### src/rtl/mem_arb_pkg.sv
// Shared definitions for the three-way memory port arbiter: requester indices,
// mux select encodings (matching the 3:1 mux data ordering) and the FSM state type.
package mem_arb_pkg;

  localparam int IF_ID  = 0;
  localparam int MEM_ID = 1;
  localparam int DBG_ID = 2;

  localparam logic [1:0] SEL_IF  = 2'b00;
  localparam logic [1:0] SEL_MEM = 2'b01;
  localparam logic [1:0] SEL_DBG = 2'b10;

  typedef enum logic {
    IDLE   = 1'b0,
    ACCESS = 1'b1
  } state_t;

endpackage

### src/rtl/mem_port_arbiter_if.sv
// Requester/memory-side signal bundle of the arbiter; master drives requests,
// slave (the arbiter) drives grant, select and memory strobes.
interface mem_port_arbiter_if;
  logic [2:0] req_i;
  logic [2:0] we_i;
  logic [1:0] sel_o;
  logic [2:0] gnt_o;
  logic       mem_en_o;
  logic       mem_we_o;
  logic [2:0] done_o;
  logic       busy_o;

  modport master (
    output req_i, we_i,
    input  sel_o, gnt_o, mem_en_o, mem_we_o, done_o, busy_o
  );

  modport slave (
    input  req_i, we_i,
    output sel_o, gnt_o, mem_en_o, mem_we_o, done_o, busy_o
  );
endinterface

### src/rtl/mem_arb_pick.sv
// Combinational winner selection: MEM > IF > DBG, except that a starved DBG
// (age limit reached) wins outright while it is requesting.
module mem_arb_pick
  import mem_arb_pkg::*;
(
  input  logic [2:0] req,
  input  logic       age_lim,
  output logic [2:0] win,
  output logic [1:0] sel
);

  always_comb begin
    win = 3'b000;
    sel = SEL_IF;
    if (age_lim && req[DBG_ID]) begin
      win[DBG_ID] = 1'b1;
      sel         = SEL_DBG;
    end else if (req[MEM_ID]) begin
      win[MEM_ID] = 1'b1;
      sel         = SEL_MEM;
    end else if (req[IF_ID]) begin
      win[IF_ID] = 1'b1;
      sel        = SEL_IF;
    end else if (req[DBG_ID]) begin
      win[DBG_ID] = 1'b1;
      sel         = SEL_DBG;
    end
  end

endmodule

### src/rtl/mem_port_arbiter.sv
// Single-port memory arbiter for IF / MEM / DBG with fixed-latency access sequencing.
//   state  | meaning
//   IDLE   | no access in flight; arbitrate every cycle a request is present
//   ACCESS | MEM_LAT-cycle access; last cycle pulses done and re-arbitrates
module mem_port_arbiter
  import mem_arb_pkg::*;
#(
  parameter int MEM_LAT    = 2,
  parameter int STARVE_LIM = 8
) (
  input  logic              clk_i,
  input  logic              rst_i,
  mem_port_arbiter_if.slave bus
);

  localparam logic [3:0] LAT_LAST = 4'(MEM_LAT - 1);
  localparam logic [7:0] AGE_MAX  = 8'(STARVE_LIM);

  state_t     state_q, state_d;
  logic [3:0] lat_cnt_q, lat_cnt_d;
  logic [7:0] age_q, age_d;
  logic [2:0] gnt_q, gnt_d;
  logic [1:0] sel_q, sel_d;
  logic       en_q, en_d;
  logic       we_q, we_d;

  logic       last;
  logic       decide;
  logic       age_lim;
  logic [2:0] req_m;
  logic [2:0] win;
  logic [1:0] win_sel;

  assign last    = (state_q == ACCESS) && (lat_cnt_q == LAT_LAST);
  assign decide  = (state_q == IDLE) || last;
  // the completing requester sits out the overlapping decision
  assign req_m   = bus.req_i & ~(last ? gnt_q : 3'b000);
  assign age_lim = (age_q == AGE_MAX);

  mem_arb_pick u_pick (
    .req     (req_m),
    .age_lim (age_lim),
    .win     (win),
    .sel     (win_sel)
  );

  always_ff @(posedge clk_i or negedge rst_i) begin
    if (!rst_i) begin
      state_q   <= IDLE;
      lat_cnt_q <= 4'd0;
      age_q     <= 8'd0;
      gnt_q     <= 3'b000;
      sel_q     <= SEL_IF;
      en_q      <= 1'b0;
      we_q      <= 1'b0;
    end else begin
      state_q   <= state_d;
      lat_cnt_q <= lat_cnt_d;
      age_q     <= age_d;
      gnt_q     <= gnt_d;
      sel_q     <= sel_d;
      en_q      <= en_d;
      we_q      <= we_d;
    end
  end

  always_comb begin
    state_d   = state_q;
    lat_cnt_d = lat_cnt_q;
    age_d     = age_q;
    gnt_d     = gnt_q;
    sel_d     = sel_q;
    en_d      = 1'b0;
    we_d      = 1'b0;
    if (decide) begin
      if (req_m[DBG_ID] && !win[DBG_ID]) begin
        if (!age_lim) age_d = age_q + 8'd1;
      end else begin
        age_d = 8'd0;
      end
      lat_cnt_d = 4'd0;
      if (|req_m) begin
        state_d = ACCESS;
        gnt_d   = win;
        sel_d   = win_sel;
        en_d    = 1'b1;
        we_d    = |(bus.we_i & win);
      end else begin
        // sel is left alone so the address mux stays stable while idle
        state_d = IDLE;
        gnt_d   = 3'b000;
      end
    end else begin
      lat_cnt_d = lat_cnt_q + 4'd1;
    end
  end

  assign bus.sel_o    = sel_q;
  assign bus.gnt_o    = gnt_q;
  assign bus.mem_en_o = en_q;
  assign bus.mem_we_o = we_q;
  assign bus.done_o   = last ? gnt_q : 3'b000;
  assign bus.busy_o   = (state_q == ACCESS);

  always_ff @(posedge clk_i) begin
    param_range: assert (MEM_LAT >= 1 && MEM_LAT <= 15 && STARVE_LIM >= 1 && STARVE_LIM <= 255)
      else $error("mem_port_arbiter: MEM_LAT=%0d or STARVE_LIM=%0d out of range", MEM_LAT, STARVE_LIM);
  end

endmodule

### src/flat_wrapper.sv
// flat-port wrapper written by rule: the top's interface ports become plain ports
module mem_port_arbiter_flat import mem_arb_pkg::*;
#(
  parameter int MEM_LAT    = 2,
  parameter int STARVE_LIM = 8
)
  (clk_i, rst_i, bus_req_i, bus_we_i, bus_sel_o, bus_gnt_o, bus_mem_en_o, bus_mem_we_o, bus_done_o, bus_busy_o);
  mem_port_arbiter_if bus_i ();
  input  logic clk_i;
  input  logic rst_i;
  input wire logic [$bits(bus_i.req_i)-1:0] bus_req_i;
  input wire logic [$bits(bus_i.we_i)-1:0] bus_we_i;
  output wire logic [$bits(bus_i.sel_o)-1:0] bus_sel_o;
  output wire logic [$bits(bus_i.gnt_o)-1:0] bus_gnt_o;
  output wire logic [$bits(bus_i.mem_en_o)-1:0] bus_mem_en_o;
  output wire logic [$bits(bus_i.mem_we_o)-1:0] bus_mem_we_o;
  output wire logic [$bits(bus_i.done_o)-1:0] bus_done_o;
  output wire logic [$bits(bus_i.busy_o)-1:0] bus_busy_o;
  assign bus_i.req_i = bus_req_i;
  assign bus_i.we_i = bus_we_i;
  assign bus_sel_o = bus_i.sel_o;
  assign bus_gnt_o = bus_i.gnt_o;
  assign bus_mem_en_o = bus_i.mem_en_o;
  assign bus_mem_we_o = bus_i.mem_we_o;
  assign bus_done_o = bus_i.done_o;
  assign bus_busy_o = bus_i.busy_o;
  mem_port_arbiter #(.MEM_LAT(MEM_LAT), .STARVE_LIM(STARVE_LIM)) u_core (.clk_i(clk_i), .rst_i(rst_i), .bus(bus_i));
endmodule
### config.mk
export PLATFORM = sky130hd
export DESIGN_NAME = mem_port_arbiter_flat
export DESIGN_NICKNAME = d
export VERILOG_FILES = /design/src/rtl/mem_arb_pkg.sv /design/src/rtl/mem_port_arbiter_if.sv /design/src/rtl/mem_arb_pick.sv /design/src/rtl/mem_port_arbiter.sv /design/src/flat_wrapper.sv
export SDC_FILE = /design/constraint.sdc
export NUM_CORES = 1
export LEC_CHECK = 0
export CAP_MARGIN = 20
export CORE_ASPECT_RATIO = 1.5
export CORE_MARGIN = 2
export CORE_UTILIZATION = 38
export CTS_CLUSTER_SIZE = 20
export DETAILED_ROUTE_END_ITERATION = 6
export PLACE_DENSITY = 0.71
export SYNTH_ARGS = -nofsm -noshare
export SYNTH_HDL_FRONTEND = slang
export SYNTH_SLANG_ARGS = --single-unit
### constraint.sdc
create_clock -name clk_i -period 3.9 [get_ports clk_i]
set_input_delay 0.585 -clock clk_i [delete_from_list [all_inputs] [get_ports clk_i]]
set_output_delay 0.585 -clock clk_i [all_outputs]
set_load 0.01 [all_outputs]
# ---- Yosys cells after proc, flatten, opt, wreduce, memory -nomap -nowiden
# Cells that the tools add are included.
dict set report op_classes {
  n_reduce_logical 9
  n_bitwise 4
  mux 21
  n_eq_ne 3
  addsub 2
}
# cell n
set op_table {}
lappend op_table {{$mux 8} 2}
lappend op_table {{$mux 1} 11}
lappend op_table {{$mux 2} 5}
lappend op_table {{$add 8x1->8 const B} 1}
lappend op_table {{$eq 8x4->1 const B} 1}
lappend op_table {{$and 3x3->3} 2}
lappend op_table {{$mux 3} 2}
lappend op_table {{$reduce_or 3->1} 2}
lappend op_table {{$add 4x1->4 const B} 1}
lappend op_table {{$eq 4x1->1 const B} 1}
lappend op_table {{$mux 4} 1}
lappend op_table {{$reduce_and 2->1} 2}
lappend op_table {{$logic_and 1x1->1} 3}
lappend op_table {{$not 3->3} 1}
lappend op_table {{$ne 2x2->1 const B} 1}
lappend op_table {{$logic_not 1->1} 1}
lappend op_table {{$logic_or 1x1->1} 1}
lappend op_table {{$not 1->1} 1}
dict set report word_totals {
  wordCells 46
  register_bits 20
}

# ---- Logic depth before layout (Yosys ltp)
dict set report depth {
  depth_word 13
  ltp_mapped 8
}

# ---- Hierarchy
# Synthesis repeated with hierarchy kept, for this count alone.
dict set report hier_totals {
  hier_cells 105
  area_unflattened_um2 1074.8
}
# module area_each_um2 seq_area_each_um2 instances cells_per_inst
set modules_own_cells {}
lappend modules_own_cells {mem_port_arbiter 1021.0 500.5 1 98}
lappend modules_own_cells {mem_arb_pick 53.8 0.0 1 7}

# ---- Worst setup path after synthesis
# No wires, ideal clock.
dict set report synth_timing {
  path_kind {register -> register}
  startpoint {register u_core.lat_cnt_q[1]}
  endpoint {register u_core.gnt_q[0] (netlist: u_core.bus.gnt_o[0])}
  stages_incl_launch_ff 7
  arrival_time_ps 1613
  path_slack_ps 2177
  period_less_slack_ps 1723
  setup_time_ps 110
  path_cell_list {dfrtp_1 > inv_1 > ha_1 > or3b_1 > and2_0 > clkbuf_4 > o41ai_1}
}
dict set report synth_between {
  elab_chain_cells 9
  word_cells_on_any_way 12
}
# item line_no
set synth_rtl {}
lappend synth_rtl {{start, declared} mem_port_arbiter.sv:20} ;# logic [3:0] lat_cnt_q, lat_cnt_d;
lappend synth_rtl {{start signal, assigned} mem_port_arbiter.sv:58} ;# lat_cnt_q <= lat_cnt_d;
lappend synth_rtl {{$eq 4x1->1 *} mem_port_arbiter.sv:34} ;# assign last = (state_q == ACCESS) && (lat_cnt_q == LAT_LAST);
lappend synth_rtl {{$logic_and 1x1->1 *} mem_port_arbiter.sv:34}
lappend synth_rtl {{$mux 3} mem_port_arbiter.sv:37} ;# assign req_m = bus.req_i & ~(last ? gnt_q : 3'b000);
lappend synth_rtl {{$not 3->3} mem_port_arbiter.sv:37}
lappend synth_rtl {{$and 3x3->3} mem_port_arbiter.sv:37}
lappend synth_rtl {{$mux 1} mem_arb_pick.sv:21} ;# end else if (req[IF_ID]) begin
lappend synth_rtl {{$mux 1} mem_arb_pick.sv:18} ;# end else if (req[MEM_ID]) begin
lappend synth_rtl {{$mux 2} mem_arb_pick.sv:15} ;# if (age_lim && req[DBG_ID]) begin
lappend synth_rtl {{$mux 3} mem_port_arbiter.sv:82} ;# if (|req_m) begin
lappend synth_rtl {{end signal, assigned} mem_port_arbiter.sv:60} ;# gnt_q <= gnt_d;
lappend synth_rtl {{end, declared} mem_port_arbiter.sv:22} ;# logic [2:0] gnt_q, gnt_d;
# Mark *: on every way between the ends. The rest lies on a longest branch, timed or not.
# A chain may end at the register's enable or synchronous reset.

# ---- Final worst setup path
dict set report layout_timing {
  startpoint {register u_core.lat_cnt_q[1]}
  endpoint {output bus_done_o[0]}
}
dict set report layout_between {
  elab_chain_cells 3
}
# item line_no
set layout_rtl {}
lappend layout_rtl {{$eq 4x1->1} mem_port_arbiter.sv:34}
lappend layout_rtl {{$logic_and 1x1->1} mem_port_arbiter.sv:34}
lappend layout_rtl {{$mux 3} mem_port_arbiter.sv:102} ;# assign bus.done_o = last ? gnt_q : 3'b000;
lappend layout_rtl {{end, declared} flat_wrapper.sv:17} ;# output wire logic [$bits(bus_i.done_o)-1:0] bus_done_o;
# No other way between the ends.

==> impl_metrics.tcl <==
set metrics [dict create \
    outcome "finished, final reports clean" \
    layoutNonFillerInstCount 157 \
    grt_max_degree 21 \
    powerDensity_mw_per_mm2 609 \
    switching_power_w 0.000271 \
    globalRouteOverflowTotal 0 \
    timing.critical_path.required_ns 3.31 \
    multi_input_area_um2 478 \
    cts.hold.buffers_added 0 \
    first_pass_grt_wire_length_mm 3.23 \
    synth_flop_cell "sky130_fd_sc_hd__dfrtp_1" \
    drt_iter0_drc 16 \
    finalCriticalPeriod_ns 2.53 \
    rows 23 \
    grt_antenna_before_repair 0 \
    wire_per_inst_um 12.2 \
    seq_area_frac_synth 0.488 \
    clk_path_buf_depth 2 \
    path_clk_slew_ns 0.07 \
    drt_drc_violations_left 0 \
    post_cts_resize_count 0 \
    residual_antenna_violating_net_count_after_detailed_routing 0 \
    n_fill_cell 237 \
    cts-root-buf "sky130_fd_sc_hd__clkbuf_8" \
    netlist_top_cells_area "sky130_fd_sc_hd__dfrtp_1, sky130_fd_sc_hd__ha_1, sky130_fd_sc_hd__nor2_1" \
    setup.worst_path.end_class "output port" \
    timing_hold_violations_final 0 \
    drtPass1Iterations 4 \
    drt_wl_total_mm 1.91 \
    power_report.internal_total_w 0.000516 \
    synth-async-reset-ratio 1.00 \
    final.period_utilization 0.648 \
    post_drt_via_cell_ratio 4.80 \
    netlist.area_leader.share 0.488 \
    fin_nets 133 \
    timing.hold.worst.class "reg2reg" \
    seq_power_share 0.413 \
    num_io_pins 19 \
    list_of_most_frequent_post_synthesis_cells "sky130_fd_sc_hd__dfrtp_1, sky130_fd_sc_hd__nor2_1, sky130_fd_sc_hd__inv_1" \
    drv_cap 0 \
    synth-edff-count 0 \
    clockPowerShare 0.199 \
    post-cts-setup-buffer-count 0 \
    floorplan.initialDensity 0.391 \
    synth.avg_cell_area_um2 10.2 \
    power_leakage_nw 0.562 \
    clock_skew_ns 0.00227 \
    gp_congestion 0.813 \
    worst-slew-pin-transition_ns 0.899 \
    crit_path_max_fanout 7 \
    port_buffers 18 \
    netlist_instances 100 \
    tritoncts_clock_tree "done" \
    routed_via_count 754 \
    grt.total_usage 0.142 \
    yosys_register_bits 20 \
    yosysWarningCount 0 \
    cts_inserted_buffers 3 \
    syn2layout_area_growth_pct 26.3 \
    core_area_mm2 0.00262 \
    setup_repair_after_global_routing_missed_its_margin "false" \
    finalSetupViolCount 0 \
    tritoncts_num_sinks 20 \
    criticalPathCategory "reg2out" \
    h_tree_levels 1 \
    comb_power_share 0.388 \
    placed_cells_incl_taps 153 \
    power_switching_share 0.345 \
    crit_path_start_kind "flip-flop" \
    die_area_mm2 0.00314 \
    post_route_cells_drive_above_1_share 0.117 \
    timing.max_slew.rel_slack 0.399 \
    vdd_ir_drop_max_v 0.000364 \
    synth_area_mm2 0.00102 \
    final.setup.tns_ns 0 \
    die_x_um 46.4 \
    worst_hold_slack_ns 0.500 \
    die_height_um 67.6 \
    fmaxAchievable_ghz 0.396 \
    yosys.cell_types.count 32 \
    num_antenna_cells 0 \
    detailed_place_hpwl_mm 1.45 \
    crit_arrival_ns 1.94 \
    synth_top_cell_by_area "sky130_fd_sc_hd__dfrtp_1" \
    post-synth-top-count-cell "sky130_fd_sc_hd__dfrtp_1" \
    finalMaxSlewViolations 0 \
    grt_pass1_vias 747 \
    sequential_cell_area_um2 500 \
    synth_nets 112 \
    worst_skew_pair.late_latency_ns 0.25 \
]
-- worst max-delay path, stage by stage (launching register included) --
cell,delay (ns)
sky130_fd_sc_hd__dfrtp_1,0.40
sky130_fd_sc_hd__inv_1,0.06
sky130_fd_sc_hd__ha_1,0.20
sky130_fd_sc_hd__nand4bb_4,0.17
sky130_fd_sc_hd__or2_1,0.27
sky130_fd_sc_hd__inv_1,0.06
sky130_fd_sc_hd__clkdlybuf4s50_1,0.52
-- power by group through the flow --
stage | Clock [W] | Combinational [W] | Sequential [W]
6_report | 0.000156 | 0.000306 | 0.000325
3_3_place_gp | 0 | 0.000301 | 0.000325
3_5_place_dp | 0 | 0.000310 | 0.000328
5_1_grt | 0.000171 | 0.000340 | 0.000336
2_1_floorplan | 0 | 0.000189 | 0.000334
4_1_cts | 0.000159 | 0.000312 | 0.000326
-- layout make-up --
cell class	instances	area share
Clock buffer	4	0.0426
Timing Repair Buffer	18	0.139
Sequential cell	20	0.387
Inverter	9	0.0261
Tap cell	37	0.0358
Multi-Input combinational cell	69	0.369
-- cell families after synthesis --
logic type               Yosys count  share of synthesized area
AO/OA/AOI/OAI                     18                      0.121
XOR/XNOR                           8                     0.0684
adder cells (fa/ha/maj)            4                     0.0488
buffers and inverters             11                     0.0452
flip-flops                        20                      0.488
AND/OR/NAND/NOR                   39                      0.228
-- registers in the layout, summed over array words and instances, names as in the netlist --
name and count:
u_core.bus.mem_we_o 1, u_core.age_q 8, u_core.bus.busy_o 1, u_core.bus.mem_en_o 1, u_core.bus.gnt_o 3, u_core.lat_cnt_q 4, u_core.bus.sel_o 2
-- final timing paths --
path,startpoint,end,slack (ns),cells past startpoint
max,u_core.lat_cnt_q[1],bus_done_o[0],1.37,6
min reg2reg,u_core.lat_cnt_q[0],u_core.lat_cnt_q[0],0.50,1
min,u_core.lat_cnt_q[0],u_core.lat_cnt_q[0],0.50,1
min in group asynchronous,rst_i,u_core.bus.mem_en_o,0.83,1
max reg2reg,u_core.lat_cnt_q[1],u_core.bus.sel_o[1],1.99,6
max in group asynchronous,rst_i,u_core.age_q[2],2.51,1
-- cells in the final DEF (no fill, tap or decap), types with 2 or more instances in the layout --
master | Yosys | layout
sky130_fd_sc_hd__a21oi_1 | 3 | 3
sky130_fd_sc_hd__a21oi_2 | 2 | 2
sky130_fd_sc_hd__clkbuf_8 | 0 | 4
sky130_fd_sc_hd__clkdlybuf4s50_1 | 0 | 18
sky130_fd_sc_hd__dfrtp_1 | 20 | 20
sky130_fd_sc_hd__ha_1 | 4 | 4
sky130_fd_sc_hd__inv_1 | 9 | 9
sky130_fd_sc_hd__nand2_1 | 8 | 8
sky130_fd_sc_hd__nand3_1 | 6 | 6
sky130_fd_sc_hd__nand4_1 | 3 | 3
sky130_fd_sc_hd__nor2_1 | 12 | 12
sky130_fd_sc_hd__o21ai_0 | 4 | 4
sky130_fd_sc_hd__o22ai_1 | 2 | 2
sky130_fd_sc_hd__xnor2_1 | 3 | 3
sky130_fd_sc_hd__xor2_1 | 5 | 5
-- per-stage QoR --
step / worst slack, ns / total power, W / cell area (um^2) / util
6_report: 1.37 / 0.000787 / 1290 / 0.494
5_1_grt: 1.28 / 0.000848 / 1290 / 0.494
4_1_cts: 1.36 / 0.000797 / 1290 / 0.494
3_5_place_dp: 1.65 / 0.000638 / 1240 / 0.473
3_3_place_gp: 1.70 / 0.000626 / 1240 / 0.473
2_1_floorplan: 2.18 / 0.000523 / 1020 / -
-- layer usage --
metal | vias up | GRT usage | share of wire
met5 | - | 0 | 0
met4 | 0 | 0.0429 | 0.0068
met3 | 2 | 0.0321 | 0.032
met2 | 15 | 0.252 | 0.50
met1 | 356 | 0.163 | 0.46
li1 | 381 | - | -
Power figures use the tool's default switching activity.
